**config.mk**
```make
export PLATFORM = sky130hd
export DESIGN_NAME = ysyx_220053_core_seq
export DESIGN_NICKNAME = d
export VERILOG_FILES = /design/src/rtl/ysyx_220053_core_seq.sv
export SDC_FILE = /design/constraint.sdc
export NUM_CORES = 1
export LEC_CHECK = 0
export ABC_CLOCK_PERIOD_IN_PS = 5400
export CAP_MARGIN = 10
export CORE_MARGIN = 1.5
export CORE_UTILIZATION = 51
export CTS_CLUSTER_DIAMETER = 200
export DETAILED_ROUTE_END_ITERATION = 8
export GPL_ROUTABILITY_DRIVEN = 1
export PLACE_DENSITY_LB_ADDON = 0.15
export SYNTH_ARGS = -nofsm -noshare
export SYNTH_HDL_FRONTEND = slang
export SYNTH_SLANG_ARGS = --single-unit
```
**constraint.sdc**
```tcl
create_clock -name clk -period 5.4 [get_ports clk]
set_input_delay 1.62 -clock clk [delete_from_list [all_inputs] [get_ports clk]]
set_output_delay 1.62 -clock clk [all_outputs]
set_load 0.02 [all_outputs]
```
**src/rtl/ysyx_220053_core_seq.sv**
```systemverilog
// ==========================================================================================
// ysyx_220053_core_seq: multi-cycle RV64 instruction sequencer (optional YSYX_SEQ_TIMEOUT_EN).
// Rev 1.0
// ==========================================================================================
`default_nettype none

module ysyx_220053_core_seq #(
    parameter logic [63:0] RESET_PC    = 64'h8000_0000,
    parameter int unsigned TIMEOUT_CYC = 1024
) (
    input  logic        clk,
    input  logic        rst_n,
    output logic        ifu_req_valid,
    input  logic        ifu_req_ready,
    output logic [63:0] ifu_addr,
    input  logic        ifu_rsp_valid,
    input  logic [31:0] ifu_rsp_data,
    output logic [31:0] instr_o,
    input  logic        dec_wen,
    input  logic        dec_is_mem,
    input  logic        dec_is_trap,
    input  logic        dec_illegal,
    output logic        exu_start,
    input  logic        exu_done,
    input  logic        pc_redirect_i,
    input  logic [63:0] next_pc_i,
    output logic        lsu_req_valid,
    input  logic        lsu_req_ready,
    input  logic        lsu_rsp_valid,
    output logic        rf_wen,
    output logic [63:0] pc_o,
    output logic        halted,
    output logic [1:0]  trap_code,
    output logic [63:0] instr_cnt
);

    typedef enum logic [2:0] {
        S_FETCH   = 3'd0,
        S_FETCH_W = 3'd1,
        S_DECODE  = 3'd2,
        S_EXEC    = 3'd3,
        S_MEM_REQ = 3'd4,
        S_MEM_W   = 3'd5,
        S_WB      = 3'd6,
        S_TRAP    = 3'd7
    } state_t;

    state_t      state;
    state_t      state_n;
    logic [1:0]  trap_n;
    logic        wen_q;
    logic        mem_q;
    logic        redirect_q;
    logic [63:0] npc_q;
    logic        first_exec;

`ifdef YSYX_SEQ_TIMEOUT_EN
    localparam int TW = (TIMEOUT_CYC > 1) ? $clog2(TIMEOUT_CYC) : 1;
    localparam logic [TW-1:0] TMO_LAST = TW'(TIMEOUT_CYC - 1);

    logic [TW-1:0] tmo_cnt;
    logic          waiting;
    logic          tmo_hit;

    assign waiting = (state == S_FETCH) || (state == S_FETCH_W) || (state == S_EXEC) ||
                     (state == S_MEM_REQ) || (state == S_MEM_W);
    // Fires in the TIMEOUT_CYC-th consecutive cycle spent waiting in one state.
    assign tmo_hit = waiting && (tmo_cnt == TMO_LAST);

    always_ff @(posedge clk) begin
        if (!rst_n) begin
            tmo_cnt <= '0;
        end else if (state_n != state) begin
            tmo_cnt <= '0;
        end else if (waiting) begin
            tmo_cnt <= tmo_cnt + 1'b1;
        end
    end
`endif

    always_comb begin
        state_n = state;
        trap_n  = trap_code;
        case (state)
            S_FETCH:   if (ifu_req_ready) state_n = S_FETCH_W;
            S_FETCH_W: if (ifu_rsp_valid) state_n = S_DECODE;
            S_DECODE: begin
                if (dec_illegal) begin
                    state_n = S_TRAP;
                    trap_n  = 2'b10;
                end else if (dec_is_trap) begin
                    state_n = S_TRAP;
                    trap_n  = 2'b01;
                end else begin
                    state_n = S_EXEC;
                end
            end
            S_EXEC:    if (exu_done) state_n = mem_q ? S_MEM_REQ : S_WB;
            S_MEM_REQ: if (lsu_req_ready) state_n = S_MEM_W;
            S_MEM_W:   if (lsu_rsp_valid) state_n = S_WB;
            S_WB:      state_n = S_FETCH;
            S_TRAP:    state_n = S_TRAP;
            default:   state_n = S_FETCH;
        endcase
`ifdef YSYX_SEQ_TIMEOUT_EN
        // A legitimate transition in the same cycle wins over the watchdog.
        if (tmo_hit && (state_n == state)) begin
            state_n = S_TRAP;
            trap_n  = 2'b11;
        end
`endif
    end

    always_ff @(posedge clk) begin
        if (!rst_n) begin
            state      <= S_FETCH;
            pc_o       <= RESET_PC;
            instr_o    <= '0;
            instr_cnt  <= '0;
            trap_code  <= '0;
            wen_q      <= 1'b0;
            mem_q      <= 1'b0;
            redirect_q <= 1'b0;
            npc_q      <= '0;
            first_exec <= 1'b0;
        end else begin
            state      <= state_n;
            trap_code  <= trap_n;
            // DECODE always lasts one cycle, so this marks the first EXEC cycle.
            first_exec <= (state == S_DECODE);
            case (state)
                S_FETCH_W: if (ifu_rsp_valid) instr_o <= ifu_rsp_data;
                S_DECODE: begin
                    wen_q <= dec_wen;
                    mem_q <= dec_is_mem;
                end
                S_EXEC: begin
                    if (exu_done) begin
                        redirect_q <= pc_redirect_i;
                        npc_q      <= next_pc_i;
                    end
                end
                S_WB: begin
                    pc_o      <= redirect_q ? npc_q : pc_o + 64'd4;
                    instr_cnt <= instr_cnt + 64'd1;
                end
                default: ;
            endcase
        end
    end

    assign ifu_req_valid = (state == S_FETCH);
    assign ifu_addr      = pc_o;
    assign exu_start     = (state == S_EXEC) && first_exec;
    assign lsu_req_valid = (state == S_MEM_REQ);
    assign rf_wen        = (state == S_WB) && wen_q;
    assign halted        = (state == S_TRAP);

endmodule

`default_nettype wire
```
# [After elaboration in Yosys (flattened, before gate mapping)]
# Cells that the tools add are included.
[totals] elab_cells=44 output_inout_bits=231 reg_bits=233 input_bits=108
[classes] muxes=12 n_eq_ne=12 addsub=2 reduce_logical=8
[op_table] operator="$add 64x1->64 const B" n=1
[op_table] operator="$add 64x3->64 const B" n=1
[op_table] operator="$mux 64" n=1
[op_table] operator="$pmux 3 s8" n=1
[op_table] operator="$mux 3" n=7
[op_table] operator="$eq 3x3->1 const B" n=4
[op_table] operator="$eq 3x2->1 const B" n=2
[op_table] operator="$mux 2" n=3
[op_table] operator="$ne 2x2->1 const B" n=3
[op_table] operator="$reduce_and 2->1" n=3
[op_table] operator="$reduce_and 5->1" n=1
[op_table] operator="$ne 2x1->1 const B" n=2
[op_table] operator="$eq 3x1->1 const B" n=1
[op_table] operator="$logic_not 3->1" n=1
[op_table] operator="$logic_and 1x1->1" n=2
[op_table] operator="$reduce_bool 2->1" n=1

# [Longest topological paths before layout]
[logic_depth] word_depth=3 mapped_depth=9

# [Least setup slack after synthesis]
# OpenSTA, ideal clock, no wires.
[synth_path] path_type="reg-to-output" startpoint="reg state[2]" endpoint="out rf_wen" path_stages_with_launch=5 required_time_ns=3.780 slack_ns=2.390 t_arrival_ns=1.390 path_cell_list="dfxtp_1 -> and3b_1 -> clkbuf_1 -> clkbuf_1 -> and2_1"
[synth_between] elab_chain_cells=2
[synth_lines] item="start: declaration" line_no="48" rtl="state_t state;"
[synth_lines] item="start signal: assignment" line_no="127" rtl="state <= state_n;"
[synth_lines] item="$eq 3x3->1" line_no="156" rtl="assign rf_wen = (state == S_WB) && wen_q;"
[synth_lines] item="$logic_and 1x1->1" line_no="156"
[synth_lines] item="end: declaration" line_no="30" rtl="output logic rf_wen,"
# Every way passes these cells.

# [Worst setup path after layout]
[layout_path] startpoint="reg state[0]" endpoint="out exu_start"
[layout_between] elab_chain_cells=2
[layout_lines] item="$eq 3x2->1" line_no="154" rtl="assign exu_start = (state == S_EXEC) && first_exec;"
[layout_lines] item="$logic_and 1x1->1" line_no="154"
[layout_lines] item="end: declaration" line_no="23" rtl="output logic exu_start,"
# Every way passes these cells.

==> results.sh <==
export IMPL_slew_headroom_pct=23.1
export IMPL_start_kind="flip-flop"
export IMPL_cp_max_fo=14
export IMPL_clk_latency_ns=0.54
export IMPL_drc=0
export IMPL_post_place_ws_ns=1.85
export IMPL_leakagePower_uw=0.00487
export IMPL_skew_ns=0.0141
export IMPL_finalSetupViolations=0
export IMPL_worst_pin_slew_ns=1.15
export IMPL_synth_seq_cells=233
export IMPL_cts_buffer_depth=3
export IMPL_maxSlewViolCount=0
export IMPL_cts_setup_buffers=0
export IMPL_reg2reg_depth=6
export IMPL_ant_nets=0
export IMPL_die_w_um=152
export IMPL_ctsHoldBuffers=0
export IMPL_postSynthCellCount=1469
export IMPL_period_minus_slack_ns=3.87
export IMPL_cts_root_buf="clkbuf_16"
export IMPL_layout_setup_ws_ns=1.53
export IMPL_synth_seq_area_share_pct=41.3
export IMPL_status="finished, final reports clean"
export IMPL_hold_violations=0
export IMPL_syn_nets=1579
export IMPL_hold_depth=2
export IMPL_dieArea_mm2=0.0230
export IMPL_drt_pass1_iter_count=5
export IMPL_rsz0062_at_grt="false"
export IMPL_cts_tree="done"
export IMPL_syn_to_final_growth_pct=34.8
export IMPL_track_usage_pct=30.3
export IMPL_hold_end="instr_o[29]$_SDFFE_PN0P_"
export IMPL_clk_pin_slew_ns=0.06
export IMPL_drt_wl_total_um=36200
export IMPL_fin_crit_sh_pct=71.6
export IMPL_synth_area_mm2=0.0113
export IMPL_grt_max_degree=207
export IMPL_synth_common_cells="nand2_1, dfxtp_1, a21oi_1"
export IMPL_hold_class="reg2reg"
export IMPL_vias_per_cell=5.75
export IMPL_num_rows=54
export IMPL_power_density_mw_per_mm2=296
export IMPL_end_kind="output port"
export IMPL_r2r_start="state[1]$_SDFFE_PN0P_"
export IMPL_maxCapViolations=0
export IMPL_synth_top_area_share_pct=41.3
export IMPL_slowest_delay_ns=0.60
export IMPL_nets=1802
export IMPL_crit_chain="nor2b_1 -> and3_1 -> clkdlybuf4s50_1"
export IMPL_synth_edf_count=0
export IMPL_drive_gt1_share_pct=4.32
export IMPL_async_reset_ff_share_pct=0
export IMPL_synth_largest_area_cell="dfxtp_1"
export IMPL_place_gp_congestion=0.908
export IMPL_vdd_drop_max_v=0.000230
export IMPL_cp_required_ns=3.78
export IMPL_initial_core_util_pct=51.9
export IMPL_via_count=11500
export IMPL_finalSetupTns_ns=0
export IMPL_grt_pass1_vias=10200
export IMPL_io_pins=339
export IMPL_cts_resized=0
export IMPL_worst_r2r_setup_slack_ns=1.92
export IMPL_antenna_found_initial=1
export IMPL_ys_warn_count=0
export IMPL_critPathArrivalTime_ns=2.25
export IMPL_crit_slowest_cell="clkdlybuf4s50_1"
export IMPL_fmax_ghz=0.259
export IMPL_htreeDepth=1
export IMPL_initialDrtViolationCount=1031
export IMPL_postSynthAreaPerCell_um2=7.68
export IMPL_synth_area_top_cells="dfxtp_1, nand2_1, a21oi_1"
export IMPL_synthFlopType="dfxtp_1"
export IMPL_die_h_um=152
export IMPL_routedWlPerCell_um=18.2
export IMPL_placed_cell_area_mm2=0.0143
export IMPL_clkSinkCount=233
export IMPL_yosys_cell_types_count=58
export IMPL_port_buffers=338
export IMPL_hold_path_startpoint="instr_o[29]$_SDFFE_PN0P_"
export IMPL_worstSetupPathType="reg2out"
export IMPL_worstReg2RegEnd="instr_cnt[52]$_SDFFE_PN0N_"
export IMPL_synth_most_common_cell="nand2_1"
export IMPL_cts_buffers=26
export IMPL_globalRouteOverflowTotal=0
export IMPL_core_mm2=0.0218
export IMPL_total_power_uw=4500
export IMPL_finalInstanceArea_mm2=0.0152
export IMPL_dp_hpwl_um=25100
export IMPL_grt_pass1_wl_um=55000
## cell usage in the layout, fill, tap and decap left out, types with 10 or more instances in the layout
master,n
a21oi_1,142
a221oi_1,10
a22oi_1,23
a31oi_1,19
and2_1,10
and3_1,24
clkbuf_16,26
clkbuf_8,10
clkdlybuf4s50_1,338
dfxtp_1,232
inv_1,19
mux2i_1,18
nand2_1,312
nand3_1,61
nand4_1,48
nor2_1,110
nor3_1,49
nor4_1,28
o21ai_0,30
or3_1,23
or4_1,11
xnor2_1,42
xor2_1,14
## sequential cells by signal, summed over array words and instances (netlist names)
name / flops
first_exec: 1
ifu_addr: 64
instr_cnt: 64
instr_o: 32
mem_q: 1
npc_q: 64
redirect_q: 1
state: 3
trap_code: 2
wen_q: 1
## logic make-up after synthesis
group / synth area share, %
and+or+nand+nor: 29.6
AOI/OAI and AO/OA: 14.4
DFF: 41.3
buffers and inverters: 8.01
xor gates and xnor gates: 4.35
muxes: 2.10
adders and majority gates: 0.222
## metrics by stage
stage          utilization [%]  instances  hold slack, ns
3_3_place_gp              65.7       1944           0.438
4_1_cts                   69.9       1992           0.453
5_1_grt                   69.9       1992           0.471
3_5_place_dp              65.7       1944           0.445
2_1_floorplan                -       1469           0.432
6_report                  69.9       1993           0.452
## cell type report
cell class	instances	area, um^2
timing repair buffer	348	3470
tap	280	350
clock buffer	38	796
multi-input combinational	1062	5730
fill	1832	6540
inverter	21	83.8
sequential	233	4670
clock inverter	10	114
antenna	1	2.50
## routing by layer
metal | global-route usage (%) | up-vias | share of wire [%]
met5 | 0 | - | 0
met4 | 9.04 | 0 | 2.4
met3 | 8.65 | 55 | 11
met2 | 47.1 | 592 | 45
met1 | 40.8 | 5271 | 41
li1 | - | 5542 | -
## where the power goes
| part | total (uW) | internal [uW] | leakage, uW | switching, uW |
|---|---|---|---|---|
| Clock | 1850 | 1120 | 0.000453 | 730 |
| Combinational | 720 | 346 | 0.00253 | 373 |
| Sequential | 1940 | 1810 | 0.00188 | 126 |
## worst max path at each step
| stage | from | end | slack (ns) | cells after the start |
|---|---|---|---|---|
| detailed placement | exu_done | npc_q[6]$_SDFFE_PN0P_ | 1.85 | 5 |
| CTS | state[0]$_SDFFE_PN0P_ | exu_start | 1.51 | 3 |
| global route | state[0]$_SDFFE_PN0P_ | exu_start | 1.41 | 3 |
| finish | state[0]$_SDFFE_PN0P_ | exu_start | 1.53 | 3 |
| floorplan | state[2]$_SDFFE_PN0P_ | rf_wen | 2.39 | 4 |
| global placement | exu_done | npc_q[24]$_SDFFE_PN0P_ | 1.89 | 5 |
## critical path, delay by kind of cell, from the launching register on
kind,cells,cell delay [ns]
flip-flops,1,0.55
buffers and inverters,1,0.60
AND/OR/NAND/NOR,2,0.56
Power figures use the tool's default switching activity.
